File: src/rtl/ram_port_arbiter.sv
// ram_port_arbiter: shares one simple dual-port RAM (write port A, read port B)
// between NREQ requesters. Independent round-robin arbitration for writes and
// reads, same-cycle read-after-write hazard masking, and one-hot read response
// one cycle after the read grant.
module ram_port_arbiter #(
  parameter int NREQ = 3,
  parameter int AW   = 10,
  parameter int DW   = 16
) (
  input  logic              clka,
  input  logic              rst,
  input  logic [NREQ-1:0]   req_valid,
  input  logic [NREQ-1:0]   req_we,
  input  logic [NREQ*AW-1:0] req_addr,
  input  logic [NREQ*DW-1:0] req_wdata,
  output logic [NREQ-1:0]   req_ready,
  output logic [NREQ-1:0]   rsp_valid,
  output logic [DW-1:0]     rsp_data,
  output logic              ena,
  output logic              enb,
  output logic              wea,
  output logic [AW-1:0]     addra,
  output logic [AW-1:0]     addrb,
  output logic [DW-1:0]     dia,
  input  logic [DW-1:0]     dob
);

  localparam int PW = (NREQ > 1) ? $clog2(NREQ) : 1;

  logic [PW-1:0]   r_wr_ptr;
  logic [PW-1:0]   r_rd_ptr;
  logic [NREQ-1:0] r_rsp_valid;

  logic [NREQ-1:0] w_wr_cand;
  logic [NREQ-1:0] w_rd_cand;
  logic [NREQ-1:0] w_hazard;
  logic            w_wr_found;
  logic            w_rd_found;
  logic [PW-1:0]   w_wr_idx;
  logic [PW-1:0]   w_rd_idx;
  logic [AW-1:0]   w_wr_addr;
  logic [DW-1:0]   w_wr_data;
  logic [AW-1:0]   w_rd_addr;
  logic            w_wr_gnt;
  logic            w_rd_gnt;

  // First candidate at or after ptr, wrapping past NREQ-1; returns {found, index}.
  function automatic logic [PW:0] rr_pick(input logic [NREQ-1:0] cand,
                                          input logic [PW-1:0]   ptr);
    logic          found;
    logic [PW-1:0] sel;
    int            idx;
    found = 1'b0;
    sel   = '0;
    for (int k = 0; k < NREQ; k++) begin
      idx = int'(ptr) + k;
      if (idx >= NREQ) idx = idx - NREQ;
      if (!found && cand[PW'(idx)]) begin
        found = 1'b1;
        sel   = PW'(idx);
      end
    end
    return {found, sel};
  endfunction

  assign {w_wr_found, w_wr_idx} = rr_pick(w_wr_cand, r_wr_ptr);
  assign w_wr_addr = req_addr[w_wr_idx*AW +: AW];
  assign w_wr_data = req_wdata[w_wr_idx*DW +: DW];

  // A reader targeting the address being written this cycle waits a cycle so
  // it observes the completed write instead of the stale word.
  assign {w_rd_found, w_rd_idx} = rr_pick(w_rd_cand, r_rd_ptr);
  assign w_rd_addr = req_addr[w_rd_idx*AW +: AW];

  // Reset overrides every grant combinationally.
  assign w_wr_gnt = w_wr_found & ~rst;
  assign w_rd_gnt = w_rd_found & ~rst;

  genvar gi;
  generate
    for (gi = 0; gi < NREQ; gi++) begin : g_req
      assign w_wr_cand[gi] = req_valid[gi] & req_we[gi];
      assign w_hazard[gi]  = w_wr_found && (req_addr[gi*AW +: AW] == w_wr_addr);
      assign w_rd_cand[gi] = req_valid[gi] & ~req_we[gi] & ~w_hazard[gi];
      assign req_ready[gi] = (w_wr_gnt && (w_wr_idx == PW'(gi))) ||
                             (w_rd_gnt && (w_rd_idx == PW'(gi)));
    end
  endgenerate

  assign ena   = ~rst;
  assign enb   = ~rst;
  assign wea   = w_wr_gnt;
  assign addra = w_wr_gnt ? w_wr_addr : '0;
  assign dia   = w_wr_gnt ? w_wr_data : '0;
  assign addrb = w_rd_gnt ? w_rd_addr : '0;

  // A response registered just before reset is squashed while reset is high.
  assign rsp_valid = rst ? '0 : r_rsp_valid;
  assign rsp_data  = dob;

  // Round-robin pointers advance past each winner; response tag follows the read grant.
  always_ff @(posedge clka) begin
    if (rst) begin
      r_wr_ptr    <= '0;
      r_rd_ptr    <= '0;
      r_rsp_valid <= '0;
    end else begin
      if (w_wr_found) begin
        r_wr_ptr <= (w_wr_idx == PW'(NREQ - 1)) ? '0 : w_wr_idx + 1'b1;
      end
      if (w_rd_found) begin
        r_rd_ptr    <= (w_rd_idx == PW'(NREQ - 1)) ? '0 : w_rd_idx + 1'b1;
        r_rsp_valid <= NREQ'(1) << w_rd_idx;
      end else begin
        r_rsp_valid <= '0;
      end
    end
  end

endmodule

File: config.mk
export PLATFORM = sky130hd
export DESIGN_NAME = ram_port_arbiter
export DESIGN_NICKNAME = d
export VERILOG_FILES = /design/src/rtl/ram_port_arbiter.sv
export SDC_FILE = /design/constraint.sdc
export NUM_CORES = 1
export LEC_CHECK = 0
export ABC_AREA = 1
export BUFFER_PORTS_ARGS = -buffer_cell sky130_fd_sc_hd__clkbuf_2
export CORE_ASPECT_RATIO = 1.4
export CORE_UTILIZATION = 44
export DETAILED_ROUTE_END_ITERATION = 16
export PLACE_DENSITY = 0.83
export SLEW_MARGIN = 5
export SYNTH_ARGS = -nofsm -noshare
export SYNTH_HDL_FRONTEND = slang
export SYNTH_SLANG_ARGS = --single-unit
File: constraint.sdc
create_clock -name clka -period 3.8 [get_ports clka]
set_input_delay 0.38 -clock clka [delete_from_list [all_inputs] [get_ports clka]]
set_output_delay 0.38 -clock clka [all_outputs]
set_load 0.05 [all_outputs]
==> out/summary.txt, run 1 <==
unrepaired setup endpoints after global routing - yes
layout cell share with drive strength beyond 1 - 0.525
hold_ws - 0.517 ns
initial antenna violation count - 0
post-DP HPWL - 7710 µm
Iter 0 DRT Violations - 465
vias - 4126
number of global-route vias before repair - 3645
Final min period - 4.36 ns
Detail Route Antenna Nets - 0
DR vias/cell - 5.69
hold path start - r_rd_ptr[0]$_SDFFE_PP0P_
most common cell after layout, fill and taps aside - nand2_1
Remaining Overflow, GRT - 0
RD Place Congestion - 0.965
# hold bufs at CTS - 0
largest net degree at the start of global routing - 22
# fillers - 366
Finish-stage setup viols - 13
dominant synthesized flop cell - dfxtp_1
most used cell, CP - nand2_1
Crit Path Max Fanout - 8
row count - 32
clock latency on the worst-skew pair - 0.23 ns
Cells after Synth - 488
CP Data Arrival Time - 3.98 ns
Ys Warns - 0
Mean Syn Cell Area - 5.14 µm²
wire length per cell after detailed routing - 16.2 µm
I/O Pins - 163
commonest non-fill, non-tap cells in the layout - 119 x nand2_1, 115 x clkbuf_2, 78 x nand3_1
Pwr Density - 1190 nW/µm²
drt first pass iters - 5
Starting Density - 0.457
die area - 6010 µm²
Final Max Slew Viols - 0
wirelength, routed - 11700 µm
CP max stage delay - 0.32 ns
Die Y - 91.3 µm
drt drc - 0
Util after Layout - 0.805
Pwr Total - 5.23 mW
syn_nets - 594
Reg clk slew, reported paths - 0.04 ns
crit path launch type - flop
CORE AREA - 5490 µm²
Slew headroom - 0.575
placed cell area - 3520 µm²
Max rail drop VDD - 689 µV
Cell variety after synth - 35
Die Wd - 65.8 µm
Netlist Area Pre-Place - 2510 µm²
Area growth syn-to-layout - 76.0%
clock buffer depth - 2
Post-Route Skew - 0.00221 ns
post-route cell area - 4410 µm²
WP data required - 3.42 ns
Fin. Hold Viols - 0
CTS Sinks - 7
Post-synth EDFFs - 0
Num CTS Buffers - 3
Worst R2R End - r_rd_ptr[0]$_SDFFE_PP0P_
outcome - finished, violations left
reg2reg path depth - 32
Seq/Total Area, Yosys - 0.0559
Root Driver - clkbuf_8
final worst-path cycle share - 1.15
Max Clk Rate - 0.229 GHz
Setup crit end kind - primary output
# diodes - 0
final setup margin - -0.563 ns
htree depth - 1
pre-CTS setup slack - -0.249 ns
TritonCTS clock tree - done
worst setup path category - flop to primary output
Final nets - 764
max cap viols - 0
Tot GR Track Use - 0.334
Worst Tran Pin Value - 0.635 ns
Hold WC Path Type - flop to flop
end of the worst hold path - r_rd_ptr[0]$_SDFFE_PP0P_
ys async rst share - 0
Slowest cell on crit path - dfxtp_2
R2R setup slack - 0.15 ns
Leak Pwr - 2.39 nW
PortBufs - 130
failing checks - setup timing
Seq cells post-synth - 7
WHS Path Cells - 2
Worst R2R Start - r_wr_ptr[0]$_SDFFE_PP0P_
first-pass GRT wire length - 16100 µm
## routing by layer
metal | share of wire | track usage | vias to the layer above
met1 | 0.35 | 0.366 | 1833
li1 | - | - | 1885
met5 | 0 | 0 | -
met4 | 0.065 | 0.208 | 0
met3 | 0.094 | 0.0565 | 92
met2 | 0.49 | 0.576 | 316
## report_power, final
| part | total (mW) | switching [mW] | internal (mW) |
|---|---|---|---|
| combinational | 5.02 | 3.14 | 1.88 |
| sequential | 0.110 | 0.0121 | 0.0984 |
| clock | 0.105 | 0.0341 | 0.0711 |
| total | 5.23 | 3.18 | 2.05 |
## worst max-delay path by stage
stage / from / slack [ns] / endpoint / cells after the start
final: r_wr_ptr[0]$_SDFFE_PP0P_ / -0.56 / addrb[5] / 31
after global routing: r_wr_ptr[0]$_SDFFE_PP0P_ / -0.90 / addrb[5] / 29
after CTS: r_wr_ptr[0]$_SDFFE_PP0P_ / -0.27 / addrb[5] / 30
after detailed placement: r_wr_ptr[0]$_SDFFE_PP0P_ / -0.25 / addrb[0] / 29
after global placement: r_wr_ptr[0]$_SDFFE_PP0P_ / -0.04 / addrb[7] / 29
after floorplan: r_wr_ptr[0]$_SDFFE_PP0P_ / -0.02 / req_ready[1] / 25
## Yosys cell counts (3+ instances only)
master,count,area share
nand2_1,147,0.22
inv_2,7,0.010
nor2_1,47,0.070
o21ai_0,3,0.0060
buf_4,21,0.063
xor2_1,3,0.010
clkbuf_1,4,0.0060
nand2_4,4,0.018
dfxtp_1,7,0.056
nand4_1,6,0.015
o21ai_1,3,0.0060
a21oi_1,15,0.030
ha_1,4,0.020
nand2_2,32,0.080
a31oi_1,6,0.015
nand3_1,100,0.20
inv_1,56,0.084
nand3_2,4,0.016
## per-stage QoR
step,TNS [ns],cells
2_1_floorplan,-0.0161,488
3_3_place_gp,-0.264,695
3_5_place_dp,-2.63,695
4_1_cts,-3.10,723
5_1_grt,-10.98,725
6_report,-6.22,725
## worst max-delay path: cells and delay by family, from the launching register on
kind	cells	cell delay, ns
buffers and inverters	5	0.61
AND/OR/NAND/NOR	25	2.49
adder cells (fa/ha/maj)	1	0.31
flip-flops	1	0.32
## layout make-up
type,count,area (µm²),area share
inverters,63,249,0.0564
well taps,68,85.1,0.0193
clock inverters,1,5.00,0.00113
multi-input cells,390,2430,0.552
clock buffers,3,41.3,0.00936
repair buffers,193,1450,0.329
flip-flops and latches,7,145,0.0329
## state kept, by name, summed over array words and instances (netlist names)
| signal | flops |
|---|---|
| r_rd_ptr | 2 |
| r_rsp_valid | 3 |
| r_wr_ptr | 2 |
## cells by family after synthesis
logic type / Yosys count / synth area share
AO/OA/AOI/OAI: 34 / 0.0838
adder cells (fa/ha/maj): 4 / 0.0200
AND/OR/NAND/NOR: 347 / 0.648
flip-flops: 7 / 0.0559
buffers and inverters: 93 / 0.182
XOR/XNOR: 3 / 0.0105
## timing repair
item                       4_1_cts  5_1_grt
gates cloned                     1        2
pin swaps                       42       52
setup buffers                   23        4
setup endpoints to repair       13       14
resized for setup               62       90
No activity file was read; power rests on OpenSTA's default activity.
==> inputs of run 2 (changes only) <==
==> constraint.sdc (replaced) <==
create_clock -name clka -period 3.8 [get_ports clka]
set_input_delay 0 -clock clka [delete_from_list [all_inputs] [get_ports clka]]
set_output_delay 0 -clock clka [all_outputs]
set_load 0.05 [all_outputs]
==> run 2 against run 1 <==
Net effect:
- the run still ends with setup timing left
- clock skew down 0.0015 ns
- final cell count fell by 4.4%
- total power down 16%
- sequential power about the same
- critical path depth shrank 2
- combinational power decreased by 17%
- utilization shrank 11 points
- first-iteration DRC count increased by 4.3%
- clock power down 4%
- setup slack gained 0.47 ns
- cell area shrank 14%
- non-clock buffer count shrank 35
- critical endpoint is now addrb[6]
- largest cell class unchanged
- largest power group unchanged
==> out/summary.txt, run 2 (same netlist as run 1, synthesis figures left out) <==
Comb pwr share - 0.952 (was 0.959)
Worst R2R Start - r_wr_ptr[0]$_SDFFE_PP0P_ (unchanged)
reg2reg path depth - 28 (was 32)
Biggest register - r_rsp_valid (unchanged)
layout cell share with drive strength beyond 1 - 0.438 (was 0.525)
crit path launch type - flop (unchanged)
sw frac - 0.670 (was 0.608)
vias - 3958 (was 4126)
Setup crit end kind - primary output (unchanged)
final worst-path cycle share - 1.02 (was 1.15)
WP buf/inv - 6 (was 5)
Hold WC Path Type - primary input to primary output (was flop to flop)
Num CTS Buffers - 3 (unchanged)
worst setup path start - r_wr_ptr[0]$_SDFFE_PP0P_ (unchanged)
most common cell after layout, fill and taps aside - nand2_1 (unchanged)
Worst path depth - 29 (was 31)
final setup margin - -0.0918 ns (was -0.563 ns)
Tot GR Track Use - 0.291 (was 0.334)
die area - 6010 µm² (unchanged)
Util after Layout - 0.695 (was 0.805)
Slew headroom - 0.543 (was 0.575)
Worst Tran Pin Value - 0.683 ns (was 0.635 ns)
post-route cell area - 3810 µm² (was 4410 µm²)
most used cell, CP - nand2_1 (unchanged)
number of global-route vias before repair - 3197 (was 3645)
met2 usage - 0.477 (was 0.576)
clock latency on the worst-skew pair - 0.22 ns (was 0.23 ns)
WP data required - 3.80 ns (was 3.42 ns)
wirelength, routed - 11100 µm (was 11700 µm)
largest registers - r_rsp_valid (3), r_rd_ptr (2), r_wr_ptr (2) (unchanged)
Iter 0 DRT Violations - 485 (was 465)
failing checks - setup timing (unchanged)
max cap viols - 0 (unchanged)
Max rail drop VDD - 588 µV (was 689 µV)
Worst R2R End - r_rd_ptr[0]$_SDFFE_PP0P_ (unchanged)
Pwr Total - 4.37 mW (was 5.23 mW)
internal power - 1.44 mW (was 2.05 mW)
worst setup path category - flop to primary output (unchanged)
wire length per cell after detailed routing - 16.0 µm (was 16.2 µm)
critical path's top delay family - simple AND/OR/NAND/NOR gates (unchanged)
Most Crowded Layer GR - met2 (unchanged)
row count - 32 (unchanged)
Post-Route Skew - 0.000728 ns (was 0.00221 ns)
Root Driver - clkbuf_8 (unchanged)
max reg flops - 3 (unchanged)
grt met3 use - 0.0201 (was 0.0565)
Pwr Density - 1150 nW/µm² (was 1190 nW/µm²)
I/O Pins - 163 (unchanged)
TritonCTS clock tree - done (unchanged)
commonest non-fill, non-tap cells in the layout - 136 x nand2_1, 117 x clkbuf_2, 81 x nand3_1 (was 119 x nand2_1, 115 x clkbuf_2, 78 x nand3_1)
hold_ws - 0.0000176 ns (was 0.517 ns)
Switch Pwr - 2.93 mW (was 3.18 mW)
Final Max Slew Viols - 0 (unchanged)
CP Data Arrival Time - 3.89 ns (was 3.98 ns)
Sequential Power Share - 0.025 (was 0.021)
R2R setup slack - 0.39 ns (was 0.15 ns)
DR vias/cell - 5.71 (was 5.69)
unrepaired setup endpoints after global routing - yes (unchanged)
Remaining Overflow, GRT - 0 (unchanged)
Finish-stage setup viols - 7 (was 13)
Final nets - 732 (was 764)
Setup crit end - addrb[6] (was addrb[5])
first-pass GRT wire length - 14100 µm (was 16100 µm)
routing usage on met1 - 0.363 (was 0.366)
Reg clk slew, reported paths - 0.04 ns (about the same)
Area growth syn-to-layout - 52.1% (was 76.0%)
clock power share - 0.023 (was 0.020)
Crit Path Max Fanout - 7 (was 8)
clock buffer depth - 2 (unchanged)
Slowest cell on crit path - dfxtp_2 (unchanged)
PortBufs - 130 (unchanged)
CP max stage delay - 0.31 ns (was 0.32 ns)
# diodes - 0 (unchanged)
pre-CTS setup slack - 0.0198 ns (was -0.249 ns)
CORE AREA - 5490 µm² (unchanged)
Max Clk Rate - 0.257 GHz (was 0.229 GHz)
Die Wd - 65.8 µm (unchanged)
Detail Route Antenna Nets - 0 (unchanged)
Starting Density - 0.457 (unchanged)
Final min period - 3.89 ns (was 4.36 ns)
drt first pass iters - 6 (was 5)
drt drc - 0 (unchanged)
Leak Pwr - 2.11 nW (was 2.39 nW)
CTS Sinks - 7 (unchanged)
outcome - finished, violations left (unchanged)
placed cell area - 3090 µm² (was 3520 µm²)
Fin. Hold Viols - 0 (unchanged)
largest net degree at the start of global routing - 22 (unchanged)
# hold bufs at CTS - 0 (unchanged)
Die Y - 91.3 µm (unchanged)
post-DP HPWL - 7400 µm (was 7710 µm)
RD Place Congestion - 1.05 (was 0.965)
initial antenna violation count - 0 (unchanged)
htree depth - 1 (unchanged)
[run 2: changes by cell type in the layout (fill, tap and decap cells not counted), sizes merged]
cell	delta
clkbuf	+2
clkinv	-1
inv	-1
buf	-36
nand2	+2
nor2	+1
clkinvlp	+1
[run 2: power groups by stage]
| stage | clock, mW | sequential (mW) | combinational [mW] |
|---|---|---|---|
| 6_report | 0.101 | 0.109 | 4.16 |
| 5_1_grt | 0.108 | 0.111 | 4.41 |
| 4_1_cts | 0.103 | 0.105 | 3.37 |
| 3_5_place_dp | 0 | 0.106 | 3.23 |
| 3_3_place_gp | 0 | 0.105 | 3.18 |
| 2_1_floorplan | 0 | 0.104 | 2.62 |
[run 2: layer usage]
layer  part of all wire  routed length (µm)
met1               0.35                3850
met2               0.47                5210
met3               0.10                1160
met4              0.076                 844
met5                  0                   0
[run 2: repair_timing]
action | 4_1_cts | 5_1_grt
setup buffers | 1 | 16
pin swaps | 4 | 48
endpoints found under the setup margin | 13 | 13
gates resized for setup | 23 | 102
gates cloned | 2 | 5
[run 2: how the worst min path moves through the flow]
stage                    to  slack (ns)  cells past startpoint     from
3_5_place_dp    rsp_data[9]      0.0003                      0   dob[9]
3_3_place_gp    rsp_data[9]      0.0003                      0   dob[9]
5_1_grt         rsp_data[1]     0.00007                      0   dob[1]
4_1_cts         rsp_data[9]      0.0003                      0   dob[9]
2_1_floorplan   rsp_data[0]        0.17                      1   dob[0]
6_report       rsp_data[12]     0.00002                      0  dob[12]
[run 2: stage by stage]
stage               instances  TNS (ns)
CTS                       672   -0.0132
global route              693     -2.77
finish                    693    -0.226
global placement          665         0
detailed placement        665         0
floorplan                 488         0
[run 2: final cells by class]
class,instances,area [µm²]
fill,474,1670
multi-input combinational,393,2300
inverter,63,248
sequential,7,143
clock buffer,4,45.0
tap,68,85.1
timing repair buffer,158,996
